<file path="config.mk">
export PLATFORM = sky130hd
export DESIGN_NAME = snake_game_sequencer
export DESIGN_NICKNAME = d
export VERILOG_FILES = /design/src/rtl/snake_pkg.sv /design/src/rtl/snake_step_timer.sv /design/src/rtl/snake_game_sequencer.sv
export SDC_FILE = /design/constraint.sdc
export NUM_CORES = 1
export LEC_CHECK = 0
export ABC_AREA = 1
export CAP_MARGIN = 40
export CORE_MARGIN = 2
export CORE_UTILIZATION = 62
export DETAILED_ROUTE_END_ITERATION = 7
export PLACE_DENSITY = 0.81
export SLEW_MARGIN = 20
export SYNTH_ARGS = -nofsm -noshare
export SYNTH_HDL_FRONTEND = slang
export SYNTH_SLANG_ARGS = --single-unit
</file>
<file path="constraint.sdc">
create_clock -name clk_pix -period 3.4 [get_ports clk_pix]
set_input_delay 0.85 -clock clk_pix [delete_from_list [all_inputs] [get_ports clk_pix]]
set_output_delay 0.85 -clock clk_pix [all_outputs]
set_load 0.03 [all_outputs]
</file>
<file path="src/rtl/snake_pkg.sv">
// rtl/snake_pkg.sv - state encodings, period width and timing defaults for the snake game sequencer
package snake_pkg;

  typedef enum logic [2:0] {
    ST_IDLE      = 3'd0,
    ST_COUNTDOWN = 3'd1,
    ST_RUN       = 3'd2,
    ST_PAUSE     = 3'd3,
    ST_DYING     = 3'd4,
    ST_OVER      = 3'd5
  } game_state_t;

  localparam int PERIOD_W = 23;

  localparam int DEF_BASE_PERIOD      = 5_000_000;
  localparam int DEF_MIN_PERIOD       = 1_666_666;
  localparam int DEF_PERIOD_DEC       = 333_333;
  localparam int DEF_APPLES_PER_LEVEL = 5;
  localparam int DEF_MAX_LEVEL        = 15;
  localparam int DEF_FRAMES_PER_COUNT = 60;
  localparam int DEF_COUNT_START      = 3;
  localparam int DEF_FLASH_FRAMES     = 8;
  localparam int DEF_DEATH_FRAMES     = 96;

  // max(period - dec, min_period), compared first so the subtraction never wraps
  function automatic logic [PERIOD_W-1:0] faster_period(
    input logic [PERIOD_W-1:0] period,
    input logic [PERIOD_W-1:0] min_period,
    input logic [PERIOD_W-1:0] dec
  );
    if (period < min_period || (period - min_period) < dec)
      return min_period;
    return period - dec;
  endfunction

endpackage

</file>
<file path="src/rtl/snake_step_timer.sv">
// rtl/snake_step_timer.sv - loadable down-counter that flags expiry while enabled
module snake_step_timer
  import snake_pkg::*;
(
  input  logic                clk_pix,
  input  logic                reset,
  input  logic                load,
  input  logic [PERIOD_W-1:0] load_val,
  input  logic                en,
  output logic                expire
);

  logic [PERIOD_W-1:0] cnt;

  // parks at zero rather than wrapping when an expiry is not followed by a reload
  always_ff @(posedge clk_pix or posedge reset) begin
    if (reset)
      cnt <= '0;
    else if (load)
      cnt <= load_val;
    else if (en && cnt != '0)
      cnt <= cnt - 1'b1;
  end

  assign expire = en && (cnt == '0);

endmodule

</file>
<file path="src/rtl/snake_game_sequencer.sv">
// rtl/snake_game_sequencer.sv - round flow, countdown, variable-rate step timer and death animation
module snake_game_sequencer
  import snake_pkg::*;
#(
  parameter int BASE_PERIOD      = DEF_BASE_PERIOD,
  parameter int MIN_PERIOD       = DEF_MIN_PERIOD,
  parameter int PERIOD_DEC       = DEF_PERIOD_DEC,
  parameter int APPLES_PER_LEVEL = DEF_APPLES_PER_LEVEL,
  parameter int MAX_LEVEL        = DEF_MAX_LEVEL,
  parameter int FRAMES_PER_COUNT = DEF_FRAMES_PER_COUNT,
  parameter int COUNT_START      = DEF_COUNT_START,
  parameter int FLASH_FRAMES     = DEF_FLASH_FRAMES,
  parameter int DEATH_FRAMES     = DEF_DEATH_FRAMES
) (
  input  logic       clk_pix,
  input  logic       reset,
  input  logic       start_n,
  input  logic       pause_n,
  input  logic       frame_start,
  input  logic       eat_evt,
  input  logic       self_hit,
  input  logic       wall_hit,
  output logic       tick_run,
  output logic       soft_reset,
  output logic [2:0] state,
  output logic [1:0] countdown,
  output logic [3:0] level,
  output logic       flash,
  output logic       game_over
);

  localparam int FRAME_MAX = (DEATH_FRAMES > FRAMES_PER_COUNT) ? DEATH_FRAMES : FRAMES_PER_COUNT;
  localparam int FW  = $clog2(FRAME_MAX + 1);
  localparam int FLW = $clog2(FLASH_FRAMES + 1);
  localparam int AW  = $clog2(APPLES_PER_LEVEL + 1);

  localparam logic [PERIOD_W-1:0] BASE_P     = PERIOD_W'(BASE_PERIOD);
  localparam logic [PERIOD_W-1:0] MIN_P      = PERIOD_W'(MIN_PERIOD);
  localparam logic [PERIOD_W-1:0] DEC_P      = PERIOD_W'(PERIOD_DEC);
  localparam logic [FW-1:0]       COUNT_LAST = FW'(FRAMES_PER_COUNT - 1);
  localparam logic [FW-1:0]       DEATH_LAST = FW'(DEATH_FRAMES - 1);
  localparam logic [FLW-1:0]      FLASH_LAST = FLW'(FLASH_FRAMES - 1);
  localparam logic [AW-1:0]       APPLE_LAST = AW'(APPLES_PER_LEVEL - 1);
  localparam logic [3:0]          LEVEL_MAX  = 4'(MAX_LEVEL);
  localparam logic [1:0]          COUNT_INIT = 2'(COUNT_START);

  game_state_t         state_q, state_d;
  logic                start_q, pause_q;
  logic [1:0]          countdown_q, countdown_d;
  logic [3:0]          level_q, level_d;
  logic                flash_q, flash_d;
  logic                game_over_q;
  logic                tick_q, tick_d;
  logic                soft_q, soft_d;
  logic [PERIOD_W-1:0] period_q, period_d;
  logic [AW-1:0]       apple_q, apple_d;
  logic [FW-1:0]       frame_q, frame_d;
  logic [FLW-1:0]      flash_cnt_q, flash_cnt_d;
  logic                load, expire;
  logic                start_press, pause_press;

  assign start_press = start_q && !start_n;
  assign pause_press = pause_q && !pause_n;

  snake_step_timer u_step_timer (
    .clk_pix  (clk_pix),
    .reset    (reset),
    .load     (load),
    .load_val (period_q),
    .en       (state_q == ST_RUN),
    .expire   (expire)
  );

  always_comb begin
    state_d     = state_q;
    countdown_d = countdown_q;
    level_d     = level_q;
    flash_d     = flash_q;
    period_d    = period_q;
    apple_d     = apple_q;
    frame_d     = frame_q;
    flash_cnt_d = flash_cnt_q;
    tick_d      = 1'b0;
    soft_d      = 1'b0;
    load        = 1'b0;
    case (state_q)
      ST_IDLE, ST_OVER: begin
        if (start_press) begin
          state_d     = ST_COUNTDOWN;
          soft_d      = 1'b1;
          countdown_d = COUNT_INIT;
          level_d     = '0;
          apple_d     = '0;
          period_d    = BASE_P;
          frame_d     = '0;
        end
      end
      ST_COUNTDOWN: begin
        if (frame_start) begin
          if (frame_q == COUNT_LAST) begin
            frame_d     = '0;
            countdown_d = countdown_q - 2'd1;
            if (countdown_q == 2'd1) begin
              state_d = ST_RUN;
              load    = 1'b1;
            end
          end else begin
            frame_d = frame_q + 1'b1;
          end
        end
      end
      ST_RUN: begin
        if (eat_evt) begin
          if (apple_q == APPLE_LAST) begin
            apple_d  = '0;
            period_d = faster_period(period_q, MIN_P, DEC_P);
            if (level_q != LEVEL_MAX)
              level_d = level_q + 4'd1;
          end else begin
            apple_d = apple_q + 1'b1;
          end
        end
        // a collision beats a coincident expiry; pause still lets that expiry tick
        if (self_hit || wall_hit) begin
          state_d     = ST_DYING;
          flash_d     = 1'b1;
          frame_d     = '0;
          flash_cnt_d = '0;
        end else begin
          if (expire) begin
            tick_d = 1'b1;
            load   = 1'b1;
          end
          if (pause_press)
            state_d = ST_PAUSE;
        end
      end
      ST_PAUSE: begin
        if (pause_press)
          state_d = ST_RUN;
      end
      ST_DYING: begin
        if (frame_start) begin
          if (frame_q == DEATH_LAST) begin
            state_d = ST_OVER;
            flash_d = 1'b0;
          end else begin
            frame_d = frame_q + 1'b1;
            if (flash_cnt_q == FLASH_LAST) begin
              flash_cnt_d = '0;
              flash_d     = !flash_q;
            end else begin
              flash_cnt_d = flash_cnt_q + 1'b1;
            end
          end
        end
      end
      default: state_d = ST_IDLE;
    endcase
  end

  // button history resets to 0 so a button held through reset is not a press
  always_ff @(posedge clk_pix or posedge reset) begin
    if (reset) begin
      state_q     <= ST_IDLE;
      start_q     <= 1'b0;
      pause_q     <= 1'b0;
      countdown_q <= '0;
      level_q     <= '0;
      flash_q     <= 1'b0;
      game_over_q <= 1'b0;
      tick_q      <= 1'b0;
      soft_q      <= 1'b0;
      period_q    <= BASE_P;
      apple_q     <= '0;
      frame_q     <= '0;
      flash_cnt_q <= '0;
    end else begin
      state_q     <= state_d;
      start_q     <= start_n;
      pause_q     <= pause_n;
      countdown_q <= countdown_d;
      level_q     <= level_d;
      flash_q     <= flash_d;
      game_over_q <= (state_d == ST_OVER);
      tick_q      <= tick_d;
      soft_q      <= soft_d;
      period_q    <= period_d;
      apple_q     <= apple_d;
      frame_q     <= frame_d;
      flash_cnt_q <= flash_cnt_d;
    end
  end

  assign tick_run   = tick_q;
  assign soft_reset = soft_q;
  assign state      = state_q;
  assign countdown  = countdown_q;
  assign level      = level_q;
  assign flash      = flash_q;
  assign game_over  = game_over_q;

endmodule

</file>
==> impl_metrics.tcl <==
set metrics [dict create \
    grt.total_usage_pct 30.9 \
    clkLatencyLatePin_ns 0.36 \
    rsz0062_at_grt "false" \
    ys_top_cells_by_area "dfrtp_1, nand2_1, inv_1" \
    die_x_um 96.5 \
    power_leakage_nw 2.78 \
    grt_first_pass_wirelength_mm 22.5 \
    synth_edf_count 0 \
    seq_area_frac_synth_pct 35.5 \
    overflow 0 \
    clock_skew_ns 0.00750 \
    grt_pass1_vias 4807 \
    maxCapViolCount 0 \
    gp_congestion 1.05 \
    p_per_area_nw_per_um2 503 \
    yosysTopAreaCell "dfrtp_1" \
    n_antenna_cell 0 \
    synth_top_cells_by_count "nand2_1, inv_1, dfrtp_1" \
    hold_ws_ns 0.513 \
    vdd_drop_max_uv 301 \
    crit_type "in2reg" \
    dpl_cell_area_sq_um 5560 \
    ys_dominant_reg_cell "dfrtp_1" \
    fmax_ghz 0.393 \
    netlist_area_sq_um 5310 \
    dieHeight_um 96.5 \
    grt_max_degree 31 \
    synthArstFlopShare_pct 100 \
    tightest_slew_ns 0.759 \
    final_max_slew_viol_count 0 \
    start_util_pct 64.3 \
    core_area_sq_um 8260 \
    synth_top_area_share_pct 31.6 \
    critical_path.startpoint "start_n" \
    yosysWarnings 0 \
    finalHoldViolCount 0 \
    num_io_pins 21 \
    synth.avg_cell_area_sq_um 7.21 \
    htreeDepth 3 \
    post_cts_buffers 0 \
    synthCells 736 \
    yosysUniqueCellTypes 46 \
    status "complete, no violations" \
    critPathMaxFanout 16 \
    dpl.hpwl_mm 9.93 \
    drive_above_1_share_pct 12.8 \
    ant_nets 0 \
    postCtsHoldBufs 0 \
    cts_buffer_depth 2 \
    cp.required_ns 3.68 \
    relSlewSlack_pct 49.3 \
    ys_ff_latch 75 \
    critPathLaunchType "input port" \
    worstHoldStart "period_q[22]" \
    vias 5078 \
    clockRootBuffer "clkbuf_8" \
    r2r_start "period_q[12]" \
    via_per_inst 5.88 \
    num_rows 33 \
    syn-num-nets 752 \
    port_buffers 20 \
    die_area_sq_um 9320 \
    cts_tree "yes" \
    first_iter_violations 407 \
    design_area_sq_um 5770 \
    reg2reg_depth 9 \
    synthMostInstantiatedCell "nand2_1" \
    min_period_over_period_pct 74.8 \
    hold_class "reg2reg" \
    utilization_pct 69.8 \
    nNetsFinal 769 \
    route.detailed.wl_per_inst_um 15.2 \
    finalSetupViolCount 0 \
    fin_setup_tns_ns 0 \
    power_mw 2.90 \
    antenna_found_initial 0 \
    drc 0 \
    area_delta_synth_final_pct 8.63 \
    endpoint_kind "register" \
    arrival_ns 2.82 \
    period_minus_slack_ns 2.54 \
    clk_pin_slew_worst_paths_ns 0.08 \
    worstHoldPathCells 2 \
    cts_sinks 75 \
    dr.pass1.iters 6 \
    cts_resized 0 \
    cts_buffers 9 \
    wl_mm 13.1 \
]
through the flow:
| step | cells | setup slack [ns] |
|---|---|---|
| final | 863 | 0.857 |
| after global routing | 863 | 0.607 |
| after global placement | 847 | 0.632 |
| after floorplan | 736 | 0.653 |
| after detailed placement | 847 | 0.524 |
| after CTS | 863 | 0.885 |
final timing paths:
| check | to | slack, ns |
|---|---|---|
| worst max-delay path | period_q[21] | 0.86 |
| worst max register to register | period_q[21] | 0.91 |
| worst min register to register | period_q[22] | 0.51 |
| max in group asynchronous | u_step_timer.cnt[19] | 1.75 |
| worst min-delay path | period_q[22] | 0.51 |
| min in group asynchronous | level[2] | 0.90 |
final cells by class:
cell class / instances / area (sq um)
clock buffers: 10 / 138
flip-flops and latches: 75 / 1890
multi-input cells: 537 / 2900
repair buffers: 23 / 235
fillers: 703 / 2490
clock inverters: 6 / 71.3
inverters: 107 / 402
well taps: 105 / 131
worst max-delay path, cell delays in order:
cell and delay (ns):
clkdlybuf4s50_1 0.43, nor2_1 0.19, inv_1 0.09, nor2_2 0.16, a21oi_1 0.09, inv_2 0.13, nand2_2 0.09, nor2_4 0.36
nand3_4 0.22, o21ai_2 0.20
report_power, final:
group / leakage, nW / internal, mW / total [mW] / switching [mW]
logic: 1.79 / 0.343 / 0.898 / 0.555
clock network: 0.105 / 0.368 / 0.740 / 0.371
registers: 0.883 / 1.08 / 1.26 / 0.182
layout by cell type, fill, tap and decap left out, drive strengths merged, types with 2 or more instances in the layout:
| master | n |
|---|---|
| o311ai | 2 |
| nand2 | 199 |
| a31oi | 4 |
| ha | 8 |
| nor3b | 3 |
| o22ai | 4 |
| inv | 110 |
| a21oi | 25 |
| o221ai | 10 |
| nand3b | 3 |
| nor4 | 3 |
| nor3 | 19 |
| clkdlybuf4s50 | 20 |
| dfstp | 8 |
| xnor2 | 7 |
| o21ai | 36 |
| xor2 | 24 |
| nor2 | 78 |
| a22oi | 7 |
| nand4 | 18 |
| o211ai | 9 |
| nand3 | 73 |
| buf | 3 |
| clkbuf | 10 |
| dfrtp | 67 |
logic make-up (layout without fill, tap and decap cells):
kind of cell / after synthesis / in the layout / share of synthesized area, %
and+or+nand+nor: 397 / 397 / 35.3
buffers and inverters: 124 / 146 / 9.78
AOI/OAI and AO/OA: 101 / 101 / 12.4
DFF: 75 / 75 / 35.5
xor gates and xnor gates: 31 / 31 / 5.11
adders and majority gates: 8 / 8 / 1.89
sequential cells by signal, indices dropped and copies added, names as in the netlist, 2 cells and up:
register	cells
period_q	23
u_step_timer.cnt	23
level	4
state	3
frame_q	7
flash_cnt_q	4
countdown	2
apple_q	3
per-layer routing:
metal,part of all wire (%),track usage [%],up-vias
met5,0,0,-
met4,2.6,12.4,0
met3,7.4,4.19,31
met2,46,48.7,214
met1,44,43.3,2386
li1,-,-,2447
Note: power is estimated with default switching activity, not from simulation.
